===== config.mk =====
export PLATFORM = sky130hd
export DESIGN_NAME = seq_divider
export DESIGN_NICKNAME = d
export VERILOG_FILES = /design/src/rtl/div_pkg.sv /design/src/rtl/div_step.sv /design/src/rtl/seq_divider.sv
export SDC_FILE = /design/constraint.sdc
export NUM_CORES = 1
export LEC_CHECK = 0
export BUFFER_PORTS_ARGS = -buffer_cell sky130_fd_sc_hd__buf_2
export CAP_MARGIN = 0
export CELL_PAD_IN_SITES_DETAIL_PLACEMENT = 0
export CELL_PAD_IN_SITES_GLOBAL_PLACEMENT = 1
export CORE_MARGIN = 2
export CORE_UTILIZATION = 40
export CTS_CLUSTER_DIAMETER = 30
export DETAILED_ROUTE_END_ITERATION = 8
export GPL_TIMING_DRIVEN = 1
export PLACE_DENSITY_LB_ADDON = 0.08
export REMOVE_ABC_BUFFERS = 1
export SLEW_MARGIN = 20
export SYNTH_ARGS = -nofsm -noshare
export SYNTH_HDL_FRONTEND = slang
export SYNTH_HIERARCHICAL = 1
export SYNTH_SLANG_ARGS = --single-unit
export TNS_END_PERCENT = 5

===== constraint.sdc =====
create_clock -name clk -period 5.5 [get_ports clk]
set_input_delay 0.275 -clock clk [delete_from_list [all_inputs] [get_ports clk]]
set_output_delay 0.275 -clock clk [all_outputs]
set_load 0.01 [all_outputs]

===== src/rtl/div_pkg.sv =====
// Shared definitions for the sequential divider: FSM encoding, counter sizing
// and two's-complement helpers.
package div_pkg;

  // Widest operand the helpers support; callers zero-extend into this width
  // and size-cast the result back to their own WIDTH.
  localparam int MAX_W = 64;

  typedef logic [1:0] state_t;

  localparam state_t IDLE = 2'd0;
  localparam state_t CALC = 2'd1;
  localparam state_t FIX  = 2'd2;
  localparam state_t DONE = 2'd3;

  // Ceiling log2, used to size the bit counter.
  function automatic int clog2(input int n);
    int r;
    r = 0;
    while ((1 << r) < n) r++;
    return r;
  endfunction

  // Two's-complement negation.
  function automatic logic [MAX_W-1:0] neg(input logic [MAX_W-1:0] v);
    return -v;
  endfunction

  // Magnitude of a w-bit two's-complement value held in the low w bits of v.
  // For the most negative value the low w bits of the result are 2^(w-1),
  // which is representable as a w-bit unsigned magnitude.
  function automatic logic [MAX_W-1:0] abs_val(input logic [MAX_W-1:0] v,
                                               input int w);
    return v[w-1] ? neg(v) : v;
  endfunction

endpackage


===== src/rtl/div_step.sv =====
// One restoring-division step: shift the next dividend bit into the partial
// remainder and subtract the divisor when it fits.
module div_step #(
  parameter int WIDTH = 8
) (
  input  logic [WIDTH-1:0] part_in,
  input  logic             next_bit,
  input  logic [WIDTH-1:0] dvs,
  output logic [WIDTH-1:0] part_out,
  output logic             q_bit
);

  // Widened by one bit so the shifted partial remainder never loses its MSB.
  logic [WIDTH:0] shifted;

  assign shifted  = {part_in, next_bit};
  assign q_bit    = (shifted >= {1'b0, dvs});
  // The remainder after subtraction is always below dvs, so it fits WIDTH bits.
  assign part_out = q_bit ? WIDTH'(shifted - {1'b0, dvs}) : shifted[WIDTH-1:0];

endmodule


===== src/rtl/seq_divider.sv =====
// Iterative restoring divider, one quotient bit per clock, optional signed mode.
//
// Handshake: an input transfer happens on a rising edge where in_valid and
// in_ready are both high; an output transfer happens on a rising edge where
// out_valid and out_ready are both high. A valid, once raised, and its data
// are held unchanged until the matching transfer edge.
module seq_divider
  import div_pkg::*;
#(
  parameter int WIDTH     = 8,
  parameter bit SIGNED_EN = 1'b1
) (
  input  logic             clk,
  input  logic             rst_n,
  input  logic             in_valid,
  output logic             in_ready,
  input  logic [WIDTH-1:0] dividend,
  input  logic [WIDTH-1:0] divisor,
  input  logic             signed_mode,
  output logic             out_valid,
  input  logic             out_ready,
  output logic [WIDTH-1:0] quotient,
  output logic [WIDTH-1:0] remainder,
  output logic             div_by_zero,
  output logic             overflow,
  output logic [1:0]       dbg_state
);

  localparam int CW_RAW = clog2(WIDTH);
  localparam int CW     = (CW_RAW < 1) ? 1 : CW_RAW;
  localparam logic [WIDTH-1:0] MIN_VAL = {1'b1, {(WIDTH-1){1'b0}}};

  state_t           state;
  logic [CW-1:0]    cnt;
  logic [WIDTH-1:0] dvd_mag;
  logic [WIDTH-1:0] dvs_mag;
  logic [WIDTH-1:0] part;
  logic [WIDTH-1:0] quo;
  logic             neg_q;
  logic             neg_r;
  logic             ovf_pend;
  logic [WIDTH-1:0] part_next;
  logic             q_bit;
  logic             sgn_in;
  logic             accept;

  assign in_ready  = (state == IDLE);
  assign out_valid = (state == DONE);
  assign dbg_state = state;
  assign accept    = in_valid && in_ready;
  assign sgn_in    = SIGNED_EN && signed_mode;

  div_step #(.WIDTH(WIDTH)) u_step (
    .part_in  (part),
    .next_bit (dvd_mag[WIDTH-1]),
    .dvs      (dvs_mag),
    .part_out (part_next),
    .q_bit    (q_bit)
  );

  // Control FSM plus datapath registers: accept, iterate, sign-fix, hold.
  always_ff @(posedge clk or negedge rst_n) begin
    if (!rst_n) begin
      state       <= IDLE;
      cnt         <= '0;
      dvd_mag     <= '0;
      dvs_mag     <= '0;
      part        <= '0;
      quo         <= '0;
      neg_q       <= 1'b0;
      neg_r       <= 1'b0;
      ovf_pend    <= 1'b0;
      quotient    <= '0;
      remainder   <= '0;
      div_by_zero <= 1'b0;
      overflow    <= 1'b0;
    end else begin
      case (state)
        IDLE: begin
          if (accept) begin
            div_by_zero <= 1'b0;
            overflow    <= 1'b0;
            if (divisor == '0) begin
              // Same result in both modes: all-ones quotient, dividend passes through.
              quotient    <= '1;
              remainder   <= dividend;
              div_by_zero <= 1'b1;
              state       <= DONE;
            end else begin
              dvd_mag  <= sgn_in ? WIDTH'(abs_val(MAX_W'(dividend), WIDTH)) : dividend;
              dvs_mag  <= sgn_in ? WIDTH'(abs_val(MAX_W'(divisor), WIDTH)) : divisor;
              neg_q    <= sgn_in && (dividend[WIDTH-1] ^ divisor[WIDTH-1]);
              neg_r    <= sgn_in && dividend[WIDTH-1];
              ovf_pend <= sgn_in && (dividend == MIN_VAL) && (divisor == '1);
              part     <= '0;
              quo      <= '0;
              cnt      <= CW'(WIDTH - 1);
              state    <= CALC;
            end
          end
        end
        CALC: begin
          part    <= part_next;
          quo     <= {quo[WIDTH-2:0], q_bit};
          dvd_mag <= {dvd_mag[WIDTH-2:0], 1'b0};
          if (cnt == '0) state <= FIX;
          else           cnt   <= cnt - 1'b1;
        end
        FIX: begin
          // Negating zero yields zero, so zero results never come out negative.
          // MIN / -1 falls out as quotient MIN because the magnitude 2^(WIDTH-1)
          // is left un-negated (both operands negative).
          quotient  <= neg_q ? WIDTH'(neg(MAX_W'(quo)))  : quo;
          remainder <= neg_r ? WIDTH'(neg(MAX_W'(part))) : part;
          overflow  <= ovf_pend;
          state     <= DONE;
        end
        default: begin
          if (out_ready) state <= IDLE;
        end
      endcase
    end
  end

endmodule

==> flow_summary.yaml <==
clock_tree:
  post-cts-setup-buffers: 0
  clk_latency_ps: 350
  htreeDepth: 3
  root_buffer: "clkbuf_8"
  holdBufCountCts: 0
  clock_path_buffers: 2
  cts_resized: 0
  cts.sinks: 58
  tritoncts: "done"
  cts_buffers: 9
  clkTransAtPathRegs_ps: 70
synthesis:
  postSynthAreaPerCell_um2: 9.35
  synth_cell_type_count: 65
  synth-edff-count: 0
  yosysTopAreaCellShare_pct: 37.0
  synth_area_um2: 3930
  yosysWarnings: 6
  netlist_top_cells_count: "58 x dfrtp_1, 46 x nand2_1, 29 x inv_1"
  yosysMostFrequentCell: "dfrtp_1"
  synth_area_leader_cell: "dfrtp_1"
  synthFlopType: "dfrtp_1"
  ys_seq_elements: 58
  synth_cells: 420
  synthArstFlopShare_pct: 100
  seq_area_frac_synth_pct: 37.0
  synth_area_leaders: "dfrtp_1 37%, ha_1 6.4%, nand2_1 4.4%, o21ai_2 4.2%, o21ai_0 3.6%"
drt:
  routed_wl_um: 9320
  final_antenna_net_count: 0
  viasPerCell: 5.24
  wl_per_cell_um: 15.7
  drcViolationCount: 0
  drt_first_pass_iters: 4
  vias: 3105
  drtIter0Drc: 120
worst_setup_path:
  crit_fanout: 32
  start_kind: "flip-flop"
  path_class: "reg -> reg"
  arrival_ps: 2950
  critPathRequiredTime_ps: 5730
  end_kind: "flip-flop"
power:
  leakagePower_nw: 1.93
  finalPower_w: 0.00261
  power_density_nw_per_um2: 598
  peakVddDrop_mv: 0.380
timing:
  finalSetupViolCount: 0
  final_hold_viol_count: 0
  fin_crit_sh_pct: 49.5
  rsz0062_at_grt: "no"
  skew_ps: 7.88
  drv_slew: 0
  tightest_slew_ps: 968
  setup_total_negative_slack_ps: 0
  fmax_mhz: 367
  finalCriticalPeriod_ps: 2720
  max_slew_margin_pct: 35.5
layout:
  drive_above_1_share_pct: 22.2
  multi_input_area_um2: 2220
  nFillCells: 999
  nNetsFinal: 496
  diodes: 0
  final_core_util_pct: 45.3
  area_delta_synth_final_pct: 11.2
  regArea_um2: 1450
placed_design:
  portBuffers: 42
  gp_congestion: 0.755
  hpwl_um: 6530
floorplanning:
  start_util_pct: 40.7
  dieWidth_um: 103
  row_count: 36
  dieHeight_um: 103
  die_area_um2: 10600
  io_pins: 43
  core_area_um2: 9640
global_route:
  grt_max_degree: 59
  grt_pass1_vias: 2900
  antenna_found_initial: 0
  grt.total_usage_pct: 18.7
  gr-total-overflow: 0
  grt_pass1_wl_um: 15100
flow_run:
  maxCapViolCount: 0
worst_hold_path:
  min_path_type: "in -> async"
outcome:
  outcome: "completed"
[per-layer routing]
metal	global-route usage, %	vias to the layer above	routed length, um
li1	-	1578	-
met1	27.1	1451	4880
met2	28.3	66	3970
met3	3.05	10	314
met4	6.68	0	142
met5	0	-	0
[through the flow]
| stage | setup slack, ps | instances | hold WS [ps] | area (um2) |
|---|---|---|---|---|
| floorplan | 2730 | 397 | -20.6 | 3780 |
| global placement | 2820 | 576 | 456 | 4190 |
| detailed placement | 2740 | 576 | 463 | 4190 |
| CTS | 2740 | 592 | 119 | 4360 |
| global route | 2560 | 592 | 142 | 4360 |
| finish | 2780 | 592 | 75.8 | 4360 |
[layout make-up]
type / instances / area share (%)
clock buffer: 10 / 3.15
multi-input combinational: 310 / 50.8
sequential: 58 / 33.3
tap: 133 / 3.81
clock inverter: 6 / 0.946
inverter: 29 / 2.49
timing repair buffer: 46 / 5.50
[layout by cell type, fill, tap and decap left out, drive strengths merged, types with 3 or more instances in the layout]
cell type,n
and2,3
nand2b,4
mux2i,8
o41ai,3
o21ai,47
o21a,3
nand2,46
a211oi,3
clkbuf,10
nand3b,5
a31oi,10
clkinvlp,3
a32o,3
nand3,25
xnor2,14
buf,46
inv,30
nor3,11
a21o,4
nor4,4
nor2,13
xor2,6
nor3b,3
nor2b,10
mux2,9
a21oi,12
ha,20
o31ai,4
dfrtp,58
o22a,5
[path summary, 6_finish.rpt]
kind	start	to	slack, ps	depth (start not counted)
setup / recovery	dbg_state[1]$_DFFE_PN0P_	dvd_mag[2]$_DFFE_PN0P_	2780	6
setup reg to reg	dbg_state[1]$_DFFE_PN0P_	dvd_mag[2]$_DFFE_PN0P_	2780	6
max in group asynchronous	rst_n	remainder[1]$_DFFE_PN0P_	4900	2
min in group clk	signed_mode	neg_q$_DFFE_PN0P_	270	3
hold reg to reg	remainder[2]$_DFFE_PN0P_	remainder[2]$_DFFE_PN0P_	470	1
hold / removal	rst_n	remainder[6]$_DFFE_PN0P_	80	2
[kinds of logic after synthesis]
| group | count (synthesis) | synth area share, % |
|---|---|---|
| compound gates | 116 | 22.5 |
| mux | 17 | 4.91 |
| fa+ha+maj | 21 | 6.89 |
| xor+xnor | 20 | 4.46 |
| buf+inv | 52 | 6.50 |
| flops | 58 | 37.0 |
| simple gates | 136 | 17.8 |
[power by group]
| group | internal [W] | leakage (nW) | switching (W) |
|---|---|---|---|
| clock network | 0.000175 | 0.0847 | 0.000188 |
| logic | 0.000647 | 1.13 | 0.000860 |
| registers | 0.000589 | 0.720 | 0.000148 |
[state kept, by name (all words and copies together) (netlist names)]
signal and cells:
dvd_mag 8, dvs_mag 8, part 8, quo 8, quotient 8, remainder 8, cnt 3, dbg_state 2
div_by_zero 1, neg_q 1, neg_r 1, overflow 1, ovf_pend 1
[critical path: stages (launching register included)]
cell,delay [ps]
dfrtp_1,430
inv_1,90
ha_1,180
buf_4,230
nand2b_1,720
and2_4,600
mux2_4,340
No activity file was read; power rests on OpenSTA's default activity.
